$ cat src/rtl/ip_hdr_tx_ctrl_if.sv
// Header byte stream between the IPv4 header sequencer and the Ethernet framer.
interface ip_hdr_tx_ctrl_if;
  logic [7:0] hdr_byte;
  logic       hdr_valid;
  logic       hdr_last;
  logic       hdr_ready;

  modport master (
    output hdr_byte,
    output hdr_valid,
    output hdr_last,
    input  hdr_ready
  );

  modport slave (
    input  hdr_byte,
    input  hdr_valid,
    input  hdr_last,
    output hdr_ready
  );
endinterface

$ cat src/rtl/ip_hdr_tx_ctrl.sv
// IPv4 header sequencer: latches a request, runs the shared checksum unit once,
// then streams the 20-byte header (checksum included) over a valid/ready link.
//
// state | meaning
// ------+-------------------------------------------------------------
// IDLE  | waiting for start; length check and ID/length capture
// CALC  | cs_cal_en high for one cycle, checksum unit registers its sum
// WAIT  | checksum output valid, captured at the end of this cycle
// SEND  | bytes 0..19 presented, index advances on valid && ready
module ip_hdr_tx_ctrl #(
  parameter logic [31:0] SRC_IP   = 32'hC0A80001,
  parameter logic [31:0] DST_IP   = 32'hC0A800C7,
  parameter logic [7:0]  TTL      = 8'd64,
  parameter logic [7:0]  PROTOCOL = 8'd17
) (
  input  logic               clk,
  input  logic               reset_n,
  input  logic               start,
  input  logic [15:0]        payload_len,
  output logic               busy,
  output logic               len_err,
  output logic               done,
  output logic               cs_cal_en,
  output logic [15:0]        cs_total_len,
  output logic [15:0]        cs_id,
  input  logic [15:0]        cs_checksum,
  ip_hdr_tx_ctrl_if.master   hdr
);

  // Largest payload whose total length still fits in 16 bits.
  localparam logic [15:0] MAX_PAYLOAD = 16'd65515;
  localparam logic [4:0]  LAST_IDX    = 5'd19;

  typedef enum logic [1:0] {
    S_IDLE,
    S_CALC,
    S_WAIT,
    S_SEND
  } state_t;

  state_t      state_q, state_d;
  logic [4:0]  idx_q;
  logic [15:0] pkt_id_q;
  logic [15:0] csum_q;
  logic [15:0] total_len_q;
  logic [15:0] id_q;
  logic        len_err_q;
  logic        done_q;
  logic        take_req;
  logic        reject;
  logic        byte_acc;
  logic        hdr_end;
  logic [7:0]  byte_mux;

  // State register.
  always_ff @(posedge clk or negedge reset_n) begin
    if (!reset_n) state_q <= S_IDLE;
    else          state_q <= state_d;
  end

  // Next-state and control strobes.
  always_comb begin
    state_d  = state_q;
    take_req = 1'b0;
    reject   = 1'b0;
    byte_acc = 1'b0;
    hdr_end  = 1'b0;
    case (state_q)
      S_IDLE: begin
        if (start) begin
          if (payload_len > MAX_PAYLOAD) begin
            reject = 1'b1;
          end else begin
            take_req = 1'b1;
            state_d  = S_CALC;
          end
        end
      end
      S_CALC: state_d = S_WAIT;
      S_WAIT: state_d = S_SEND;
      S_SEND: begin
        byte_acc = hdr.hdr_ready;
        if (hdr.hdr_ready && (idx_q == LAST_IDX)) begin
          hdr_end = 1'b1;
          state_d = S_IDLE;
        end
      end
      default: state_d = S_IDLE;
    endcase
  end

  // Request capture, checksum capture, byte index and packet ID.
  always_ff @(posedge clk or negedge reset_n) begin
    if (!reset_n) begin
      idx_q       <= '0;
      pkt_id_q    <= '0;
      csum_q      <= '0;
      total_len_q <= '0;
      id_q        <= '0;
      len_err_q   <= 1'b0;
      done_q      <= 1'b0;
    end else begin
      len_err_q <= reject;
      done_q    <= hdr_end;
      if (take_req) begin
        total_len_q <= payload_len + 16'd20;
        id_q        <= pkt_id_q;
      end
      if (state_q == S_WAIT) begin
        csum_q <= cs_checksum;
        idx_q  <= '0;
      end else if (byte_acc) begin
        idx_q <= hdr_end ? 5'd0 : idx_q + 5'd1;
      end
      if (hdr_end) pkt_id_q <= pkt_id_q + 16'd1;
    end
  end

  // Header byte selection, network order.
  always_comb begin
    byte_mux = 8'h00;
    case (idx_q)
      5'd0:  byte_mux = 8'h45;
      5'd1:  byte_mux = 8'h00;
      5'd2:  byte_mux = total_len_q[15:8];
      5'd3:  byte_mux = total_len_q[7:0];
      5'd4:  byte_mux = id_q[15:8];
      5'd5:  byte_mux = id_q[7:0];
      5'd6:  byte_mux = 8'h40;
      5'd7:  byte_mux = 8'h00;
      5'd8:  byte_mux = TTL;
      5'd9:  byte_mux = PROTOCOL;
      5'd10: byte_mux = csum_q[15:8];
      5'd11: byte_mux = csum_q[7:0];
      5'd12: byte_mux = SRC_IP[31:24];
      5'd13: byte_mux = SRC_IP[23:16];
      5'd14: byte_mux = SRC_IP[15:8];
      5'd15: byte_mux = SRC_IP[7:0];
      5'd16: byte_mux = DST_IP[31:24];
      5'd17: byte_mux = DST_IP[23:16];
      5'd18: byte_mux = DST_IP[15:8];
      5'd19: byte_mux = DST_IP[7:0];
      default: byte_mux = 8'h00;
    endcase
  end

  assign busy         = (state_q != S_IDLE);
  assign cs_cal_en    = (state_q == S_CALC);
  assign len_err      = len_err_q;
  assign done         = done_q;
  assign cs_total_len = total_len_q;
  assign cs_id        = id_q;

  assign hdr.hdr_valid = (state_q == S_SEND);
  assign hdr.hdr_last  = (state_q == S_SEND) && (idx_q == LAST_IDX);
  assign hdr.hdr_byte  = (state_q == S_SEND) ? byte_mux : 8'h00;

endmodule

$ cat src/flat_wrapper.sv
// flat-port wrapper written by rule: the top's interface ports become plain ports
module ip_hdr_tx_ctrl_flat 
#(
  parameter logic [31:0] SRC_IP   = 32'hC0A80001,
  parameter logic [31:0] DST_IP   = 32'hC0A800C7,
  parameter logic [7:0]  TTL      = 8'd64,
  parameter logic [7:0]  PROTOCOL = 8'd17
)
  (clk, reset_n, start, payload_len, busy, len_err, done, cs_cal_en, cs_total_len, cs_id, cs_checksum, hdr_hdr_byte, hdr_hdr_valid, hdr_hdr_last, hdr_hdr_ready);
  ip_hdr_tx_ctrl_if hdr_i ();
  input  logic clk;
  input  logic reset_n;
  input  logic start;
  input  logic [15:0] payload_len;
  output logic busy;
  output logic len_err;
  output logic done;
  output logic cs_cal_en;
  output logic [15:0] cs_total_len;
  output logic [15:0] cs_id;
  input  logic [15:0] cs_checksum;
  output wire logic [$bits(hdr_i.hdr_byte)-1:0] hdr_hdr_byte;
  output wire logic [$bits(hdr_i.hdr_valid)-1:0] hdr_hdr_valid;
  output wire logic [$bits(hdr_i.hdr_last)-1:0] hdr_hdr_last;
  input wire logic [$bits(hdr_i.hdr_ready)-1:0] hdr_hdr_ready;
  assign hdr_hdr_byte = hdr_i.hdr_byte;
  assign hdr_hdr_valid = hdr_i.hdr_valid;
  assign hdr_hdr_last = hdr_i.hdr_last;
  assign hdr_i.hdr_ready = hdr_hdr_ready;
  ip_hdr_tx_ctrl #(.SRC_IP(SRC_IP), .DST_IP(DST_IP), .TTL(TTL), .PROTOCOL(PROTOCOL)) u_core (.clk(clk), .reset_n(reset_n), .start(start), .payload_len(payload_len), .busy(busy), .len_err(len_err), .done(done), .cs_cal_en(cs_cal_en), .cs_total_len(cs_total_len), .cs_id(cs_id), .cs_checksum(cs_checksum), .hdr(hdr_i));
endmodule
$ cat config.mk
export PLATFORM = sky130hd
export DESIGN_NAME = ip_hdr_tx_ctrl_flat
export DESIGN_NICKNAME = d
export VERILOG_FILES = /design/src/rtl/ip_hdr_tx_ctrl_if.sv /design/src/rtl/ip_hdr_tx_ctrl.sv /design/src/flat_wrapper.sv
export SDC_FILE = /design/constraint.sdc
export NUM_CORES = 1
export LEC_CHECK = 0
export ABC_CLOCK_PERIOD_IN_PS = 6880
export CORE_UTILIZATION = 55
export DETAILED_ROUTE_END_ITERATION = 6
export PLACE_DENSITY_LB_ADDON = 0.2
export SLEW_MARGIN = 20
export SYNTH_ARGS = -nofsm -noshare
export SYNTH_HDL_FRONTEND = slang
export SYNTH_SLANG_ARGS = --single-unit
$ cat constraint.sdc
create_clock -name clk -period 6.88 [get_ports clk]
set_input_delay 1.376 -clock clk [delete_from_list [all_inputs] [get_ports clk]]
set_output_delay 1.376 -clock clk [all_outputs]
set_load 0.01 [all_outputs]
Word-level counts from Yosys, hierarchy flattened

Cells that the tools add are included.

Logic and storage cells: 61
Register bits: 73
Input port bits: 36

Order comparisons: 1
Eq/ne operators: 21
Add/subtract/negate cells: 3
Multiplexer cells: 18
Reduce and logical (&&, ||, !) cells: 10

Operators with widths:

| cell                    | number |
|---|---|
| $pmux W8 S13            | 1 |
| $eq A5 B4 Y1 const B    | 7 |
| $add A16 B1 Y16 const B | 1 |
| $add A16 B5 Y16 const B | 1 |
| $gt A16 B16 Y1 const B  | 1 |
| $eq A5 B3 Y1 const B    | 3 |
| $eq A5 B5 Y1 const B    | 3 |
| $mux W5                 | 3 |
| $eq A5 B2 Y1 const B    | 2 |
| $mux W1                 | 9 |
| $mux W8                 | 1 |
| $pmux W2 S4             | 1 |
| $mux W2                 | 3 |
| $reduce_or A2 Y1        | 3 |
| $add A5 B1 Y5 const B   | 1 |
| $logic_not A5 Y1        | 1 |
| $eq A2 B2 Y1 const B    | 2 |
| $ne A2 B2 Y1 const B    | 2 |
| $reduce_bool A2 Y1      | 2 |
| $reduce_and A3 Y1       | 1 |
| $eq A2 B1 Y1 const B    | 1 |
| $logic_and A1 B1 Y1     | 2 |
| $logic_not A2 Y1        | 1 |
| $ne A2 B1 Y1 const B    | 1 |

Logic depth before layout (Yosys ltp)

Gate-level depths: netlist of run 1.

Depth in word-level cells: 7
Gate-level depth with buffers: 8

Worst setup path before layout of run 1

Ideal clock, no wire load.

Kind: register -> output
From: register u_core.idx_q[3]
To: output hdr_hdr_byte[1]
Arrival: 1.997 ns
Data required time: 5.504 ns
Path slack: 3.507 ns
Cell stages (with the launch flop): 8
Path through: dfrtp_1 > clkbuf_1 > buf_2 > buf_2 > and3_1 > ha_1 > a2111oi_2 > nor3_1

Cells in the longest elaborated chain, start to end: 4
Elaborated cells between the ends (all ways): 21
Those cells by class: 15 x eq/ne; 2 x mux; 4 x reduce/logical

RTL lines:

| what                                 | line                  | source |
|---|---|---|
| start: declaration                   | ip_hdr_tx_ctrl.sv:42  | `logic [4:0] idx_q;` |
| start signal: assignment             | ip_hdr_tx_ctrl.sv:113 | `idx_q <= hdr_end ? 5'd0 : idx_q + 5'd1;` |
| $eq A5 B4 Y1 (tied with other cells) | ip_hdr_tx_ctrl.sv:122 | `case (idx_q)` |
| $reduce_or A2 Y1 (no source line)    | -                     |  |
| $pmux W8 S13 (*)                     | ip_hdr_tx_ctrl.sv:122 |  |
| $mux W8 (*)                          | ip_hdr_tx_ctrl.sv:156 | `assign hdr.hdr_byte = (state_q == S_SEND) ? byte_mux : 8'h00;` |
| end: declaration                     | flat_wrapper.sv:22    | `output wire logic [$bits(hdr_i.hdr_byte)-1:0] hdr_hdr_byte;` |

Mark *: on every way between the ends. The rest lies on a longest branch, timed or not.

Worst setup path in the final report of run 1

From: register u_core.idx_q[0]
To: output hdr_hdr_byte[5]

The elaborated chain is that of the path after synthesis.

==> results.json, run 1 <==
{
  "grt_max_degree": 74,
  "required_ns": 5.50,
  "antenna_found_initial": 0,
  "synth_top_family_by_area": "multiplexers",
  "grt_util_all_layers": 0.2778,
  "avgViaCountPerCell": 5.879,
  "dominantRegCellSynth": "dfrtp_1",
  "synth.avg_cell_area_sq_um": 11.52,
  "clk_latency_ns": 0.36,
  "cts.reportedPaths.clkPinSlew_ns": 0.08,
  "worstSetupStartpointType": "flip-flop",
  "antenna_cells": 0,
  "syn_area_sq_um": 4101,
  "die-area_sq_um": 7807,
  "cp_max_fo": 14,
  "grt_pass1_wl_um": 16020,
  "fin_crit_ns": 4.403,
  "synth_fa_ha_area_frac": 0.03661,
  "synth_compound_area_frac": 0.09182,
  "drtPass1Iterations": 7,
  "rsz0062_at_grt": "no",
  "synth-simple-area-share": 0.1513,
  "topRoutingLayerUsed": "met4",
  "drv_cap": 0,
  "wl_met2_um": 4663,
  "setup_slack_ns": 2.477,
  "synth_top_cell_by_area": "dfrtp_1",
  "power.density_nw_per_um2": 333.8,
  "cts_max_level": 3,
  "routabilityCongestion": 0.9912,
  "placeableCoreArea_sq_um": 7214,
  "async_reset_ff_frac": 1.000,
  "finalHoldViolCount": 0,
  "ir_worst_vdd_mv": 0.2211,
  "holdBufCountCts": 0,
  "die_h_um": 88.36,
  "ys_top_cells_by_count": "dfrtp_1 (73), mux2_4 (29), mux2_2 (22), nand2_1 (20), nor2_1 (18)",
  "setup_viol": 0,
  "grt_pass1_vias": 3106,
  "path_class": "flip-flop to output port",
  "fmax_mhz": 227.1,
  "status": "finished, final reports clean",
  "ys_types": 54,
  "clk_path_buf_depth": 2,
  "cp.arrival_ns": 3.03,
  "tns_ns": 0,
  "drive_gt1_frac": 0.1822,
  "p_leak_nw": 2.199,
  "relSlewSlack": 0.2974,
  "hp-class": "flip-flop to flip-flop",
  "ys_ff_latch": 73,
  "yosys_warnings": 0,
  "nets": 482,
  "slew_violations": 0,
  "start_util": 0.5685,
  "rows": 31,
  "cts_tree": "built",
  "ys_seq_area_frac": 0.4454,
  "portBuffers": 81,
  "cts.sinks": 73,
  "yosysMostFrequentCell": "dfrtp_1",
  "die_w_um": 88.36,
  "drtIter0Drc": 330,
  "synth_edf_count": 0,
  "met3_wirelength_um": 785,
  "muxShareOfSynthArea": 0.1836,
  "finalCritPeriodShare": 0.6399,
  "worst_pin_slew_ns": 1.054,
  "synth_xor_area_frac": 0.05766,
  "root_buffer": "clkbuf_8",
  "end_kind": "output port",
  "dp_slack_ns": 2.853,
  "drc": 0,
  "numCtsBuffers": 9,
  "synth_nets": 404,
  "grt_overflow": 0,
  "ios": 82,
  "drtAntennaViolNets": 0,
  "fin_skew_ns": 0.01161,
  "syn2layout_area_growth_pct": 27.33,
  "synthCells": 356,
  "ys_top_cells_by_area": "dfrtp_1 (45%), mux2_4 (11%), mux2_2 (6.0%)",
  "routedWlPerCell_um": 18.64,
  "dr_total_vias": 3163,
  "ctsResizeCount": 0,
  "post_cts.repair.setup_buffers": 0,
  "wl_met1_um": 4322,
  "place_hpwl_um": 7275,
  "routed_wl_um": 10030,
  "synth.top_cell.area_share": 0.4454
}
==> sequential cells by signal, summed over array words and instances (netlist names) <==
name	count
u_core.csum_q	16
u_core.pkt_id_q	16
u_core.state_q	2
u_core.len_err	1
u_core.done	1
u_core.idx_q	5
u_core.cs_total_len	16
u_core.cs_id	16
==> through the flow <==
stage / instance area (sq um) / power [mW] / std cells / util / hold WS, ns
after CTS: 5223 / 1.746 / 538 / 0.7239 / 0.4827
final: 5223 / 1.743 / 538 / 0.7239 / 0.4793
after floorplan: 4101 / 1.024 / 356 / - / 0.4457
after detailed placement: 4957 / 1.296 / 522 / 0.6871 / 0.4717
after global placement: 4957 / 1.279 / 522 / 0.6871 / 0.4609
after global routing: 5223 / 1.828 / 538 / 0.7239 / 0.5041
==> critical path, cell delays in order, from the launching register on <==
cell             delay [ns]
dfrtp_1                0.44
ha_1                   0.40
and3_1                 0.23
ha_1                   0.19
a2111oi_2              0.76
a211oi_1               0.11
clkdlybuf4s50_1        0.54
==> layout by cell type (no fill, tap or decap), drive strengths merged, types with 2 or more instances in the layout <==
cell type,n
a211oi,3
a21oi,14
a221oi,4
a222oi,4
a22o,2
a22oi,2
a311oi,4
and3,4
and4,2
and4bb,3
buf,3
bufinv,4
clkbuf,10
clkdlybuf4s50,80
dfrtp,73
ha,12
inv,14
mux2,51
mux2i,7
nand2,20
nand2b,2
nand3,9
nand3b,7
nand4,9
nor2,19
nor2b,2
nor3,15
nor3b,3
nor4,3
o21ai,11
or3b,2
xnor2,14
xor2,13
==> cell type report <==
class / instances / area, sq um
Clock buffer: 10 / 127.6
Clock inverter: 6 / 137.6
Fill cell: 530 / 1992
Inverter: 13 / 48.80
Multi-Input combinational cell: 254 / 2137
Sequential cell: 73 / 1827
Tap cell: 99 / 123.9
Timing Repair Buffer: 83 / 820.8
==> per-layer routing <==
layer  GRT usage  up-vias
met3     0.06157       26
met2      0.4364      149
met1      0.3792     1525
met5           0        -
met4      0.1026        0
li1            -     1463
==> power breakdown <==
group / internal (mW) / total [mW] / switching, mW / leakage (nW)
combinational: 0.362 / 0.654 / 0.293 / 1.13
clock: 0.280 / 0.445 / 0.165 / 0.131
sequential: 0.539 / 0.644 / 0.105 / 0.934
==> final timing paths <==
| check | from | endpoint | slack, ns | cells past startpoint |
|---|---|---|---|---|
| worst min-delay path | u_core.pkt_id_q[15] | u_core.pkt_id_q[15] | 0.48 | 1 |
| worst min register to register | u_core.pkt_id_q[15] | u_core.pkt_id_q[15] | 0.48 | 1 |
| max in group asynchronous | reset_n | u_core.pkt_id_q[11] | 5.04 | 2 |
| worst max register to register | u_core.idx_q[0] | u_core.pkt_id_q[8] | 4.47 | 5 |
| min in group asynchronous | reset_n | u_core.csum_q[4] | 1.22 | 2 |
| worst max-delay path | u_core.idx_q[0] | hdr_hdr_byte[5] | 2.48 | 6 |
==> cells by family after synthesis <==
family | after synthesis
compound gates | 52
xor+xnor | 27
fa+ha+maj | 12
buf+inv | 29
flops | 73
mux | 58
simple gates | 105
Power figures use the tool's default switching activity.
==> run 2, diff against run 1 <==
- ABC_CLOCK_PERIOD_IN_PS: 6880 -> 4400
- CORE_UTILIZATION: 55 -> 52
- clock period: 6.88 -> 4.4 ns (I/O delays scaled with it)
==> run 2 against run 1 <==
Wire length grew 0.45%. Cell count increased by 0.93%. Count of clock-buffer cells in the layout stayed put. Sequential power rose by 55%. Cell area fell by 0.74%. Critical endpoint is now hdr_hdr_byte[3].
==> results.json, run 2 (same netlist as run 1, synthesis figures left out) <==
{
  "drc": 0,
  "drv_cap": 0,
  "ctsResizeCount": 0,
  "reg2reg_from": "u_core.idx_q[0]",
  "required_ns": 3.52,
  "final_common_cell": "clkdlybuf4s50_1",
  "crit_cells": 6,
  "die_h_um": 90.81,
  "placeableCoreArea_sq_um": 7687,
  "ir_worst_vdd_mv": 0.3260,
  "grt_max_degree": 39,
  "status": "finished, final reports clean",
  "routed_wl_um": 10070,
  "grt_pass1_vias": 3106,
  "timing.hold.ws_ns": 0.4758,
  "cts.sinks": 73,
  "place_hpwl_um": 7510,
  "syn2layout_area_growth_pct": 26.39,
  "final_cells": 543,
  "post_cts.repair.setup_buffers": 0,
  "grt_pass1_wl_um": 16530,
  "hp-start": "u_core.pkt_id_q[15]",
  "reg2reg_to": "u_core.pkt_id_q[8]",
  "rsz0062_at_grt": "no",
  "worst-path-buf-inv": 2,
  "path_class": "flip-flop to output port",
  "cp-endpoint": "hdr_hdr_byte[3]",
  "post_dp_cell_area_sq_um": 4989,
  "post-route-util": 0.6743,
  "fin_crit_ns": 3.881,
  "fin_skew_ns": 0.007435,
  "clk_path_buf_depth": 2,
  "antenna_cells": 0,
  "antenna_found_initial": 0,
  "tns_ns": 0,
  "routedWlPerCell_um": 18.55,
  "finalHoldViolCount": 0,
  "crit_start": "u_core.idx_q[3]",
  "root_buffer": "clkbuf_8",
  "avgViaCountPerCell": 5.746,
  "holdBufCountCts": 0,
  "grt_util_all_layers": 0.2631,
  "drive_gt1_frac": 0.1859,
  "min_path_cells": 1,
  "start_util": 0.5335,
  "drtPass1Iterations": 6,
  "worst_pin_slew_ns": 1.054,
  "rows": 32,
  "dpl.cell_count": 527,
  "finalCritPeriodShare": 0.8821,
  "fmax_mhz": 257.6,
  "cts.reportedPaths.clkPinSlew_ns": 0.08,
  "power.density_nw_per_um2": 493.5,
  "final_cell_mix": "clkdlybuf4s50_1 (80), dfrtp_1 (73), mux2_4 (29), mux2_2 (22), nand2_1 (20)",
  "grt_overflow": 0,
  "numCtsBuffers": 9,
  "portBuffers": 81,
  "r2r_slack_ns": 2.04,
  "design_area_sq_um": 5184,
  "p_leak_nw": 2.174,
  "cts_max_level": 3,
  "cp.arrival_ns": 3.00,
  "nets": 484,
  "worstSetupStartpointType": "flip-flop",
  "cpPeakStageDelay_ns": 0.72,
  "cts_tree": "built",
  "slew_violations": 0,
  "routabilityCongestion": 0.9561,
  "die-area_sq_um": 8246,
  "setup_viol": 0,
  "end_kind": "output port",
  "slowest_stage": "dfrtp_1",
  "dr_total_vias": 3120,
  "drtAntennaViolNets": 0,
  "ff2ff_path_depth": 5,
  "clk_latency_ns": 0.35,
  "cp_max_fo": 27,
  "relSlewSlack": 0.2972,
  "drtIter0Drc": 185,
  "crit_chain": "or3b_1 > o22ai_1 > a2111oi_2 > buf_4 > a311oi_1 > clkdlybuf4s50_1",
  "crit_family": "buffers and inverters",
  "hp-class": "flip-flop to flip-flop",
  "ios": 82,
  "die_w_um": 90.81
}
==> run 2: cell types whose count changed in the layout (fill, tap and decap cells not counted), sizes merged <==
cell | previous run | this run
clkinv | 1 | 3
inv | 14 | 13
buf | 3 | 5
bufinv | 4 | 1
clkinvlp | 0 | 2
==> run 2: metrics by stage <==
stage	power (mW)	setup slack [ns]
after CTS	2.576	0.5192
after global placement	2.036	0.9692
after global routing	2.704	0.3606
after detailed placement	2.047	0.9053
final	2.558	0.5186
after floorplan	1.601	1.523
==> run 2: cell type report <==
cell class / count / area (sq um)
clock buffer: 10 / 127.6
fill: 632 / 2504
tap: 102 / 127.6
sequential: 73 / 1827
clock inverter: 6 / 67.56
multi-input combinational: 254 / 2137
timing repair buffer: 85 / 848.3
inverter: 13 / 48.80
==> run 2: how the worst min path moves through the flow <==
stage / to / slack (ns)
2_1_floorplan: u_core.pkt_id_q[15] / 0.45
3_3_place_gp: u_core.pkt_id_q[15] / 0.46
3_5_place_dp: u_core.pkt_id_q[15] / 0.47
4_1_cts: u_core.pkt_id_q[15] / 0.48
5_1_grt: u_core.pkt_id_q[15] / 0.50
6_report: u_core.pkt_id_q[15] / 0.48
==> run 2: report_power, final <==
group / switching (mW) / internal [mW] / total, mW
Sequential: 0.155 / 0.842 / 0.997
Combinational: 0.456 / 0.582 / 1.04
Clock: 0.259 / 0.264 / 0.523
Total: 0.870 / 1.69 / 2.56
==> run 2: metal layers <==
metal	GRT usage	wire, um
met1	0.3681	4675
met2	0.3990	4636
met3	0.04714	515
met4	0.1190	246
met5	0	0
==> run 3, diff against run 2 <==
- CTS_CLUSTER_SIZE: unset -> 25
==> results of run 3 <==
Final layout, timing and power as in run 2 (identical DEF).
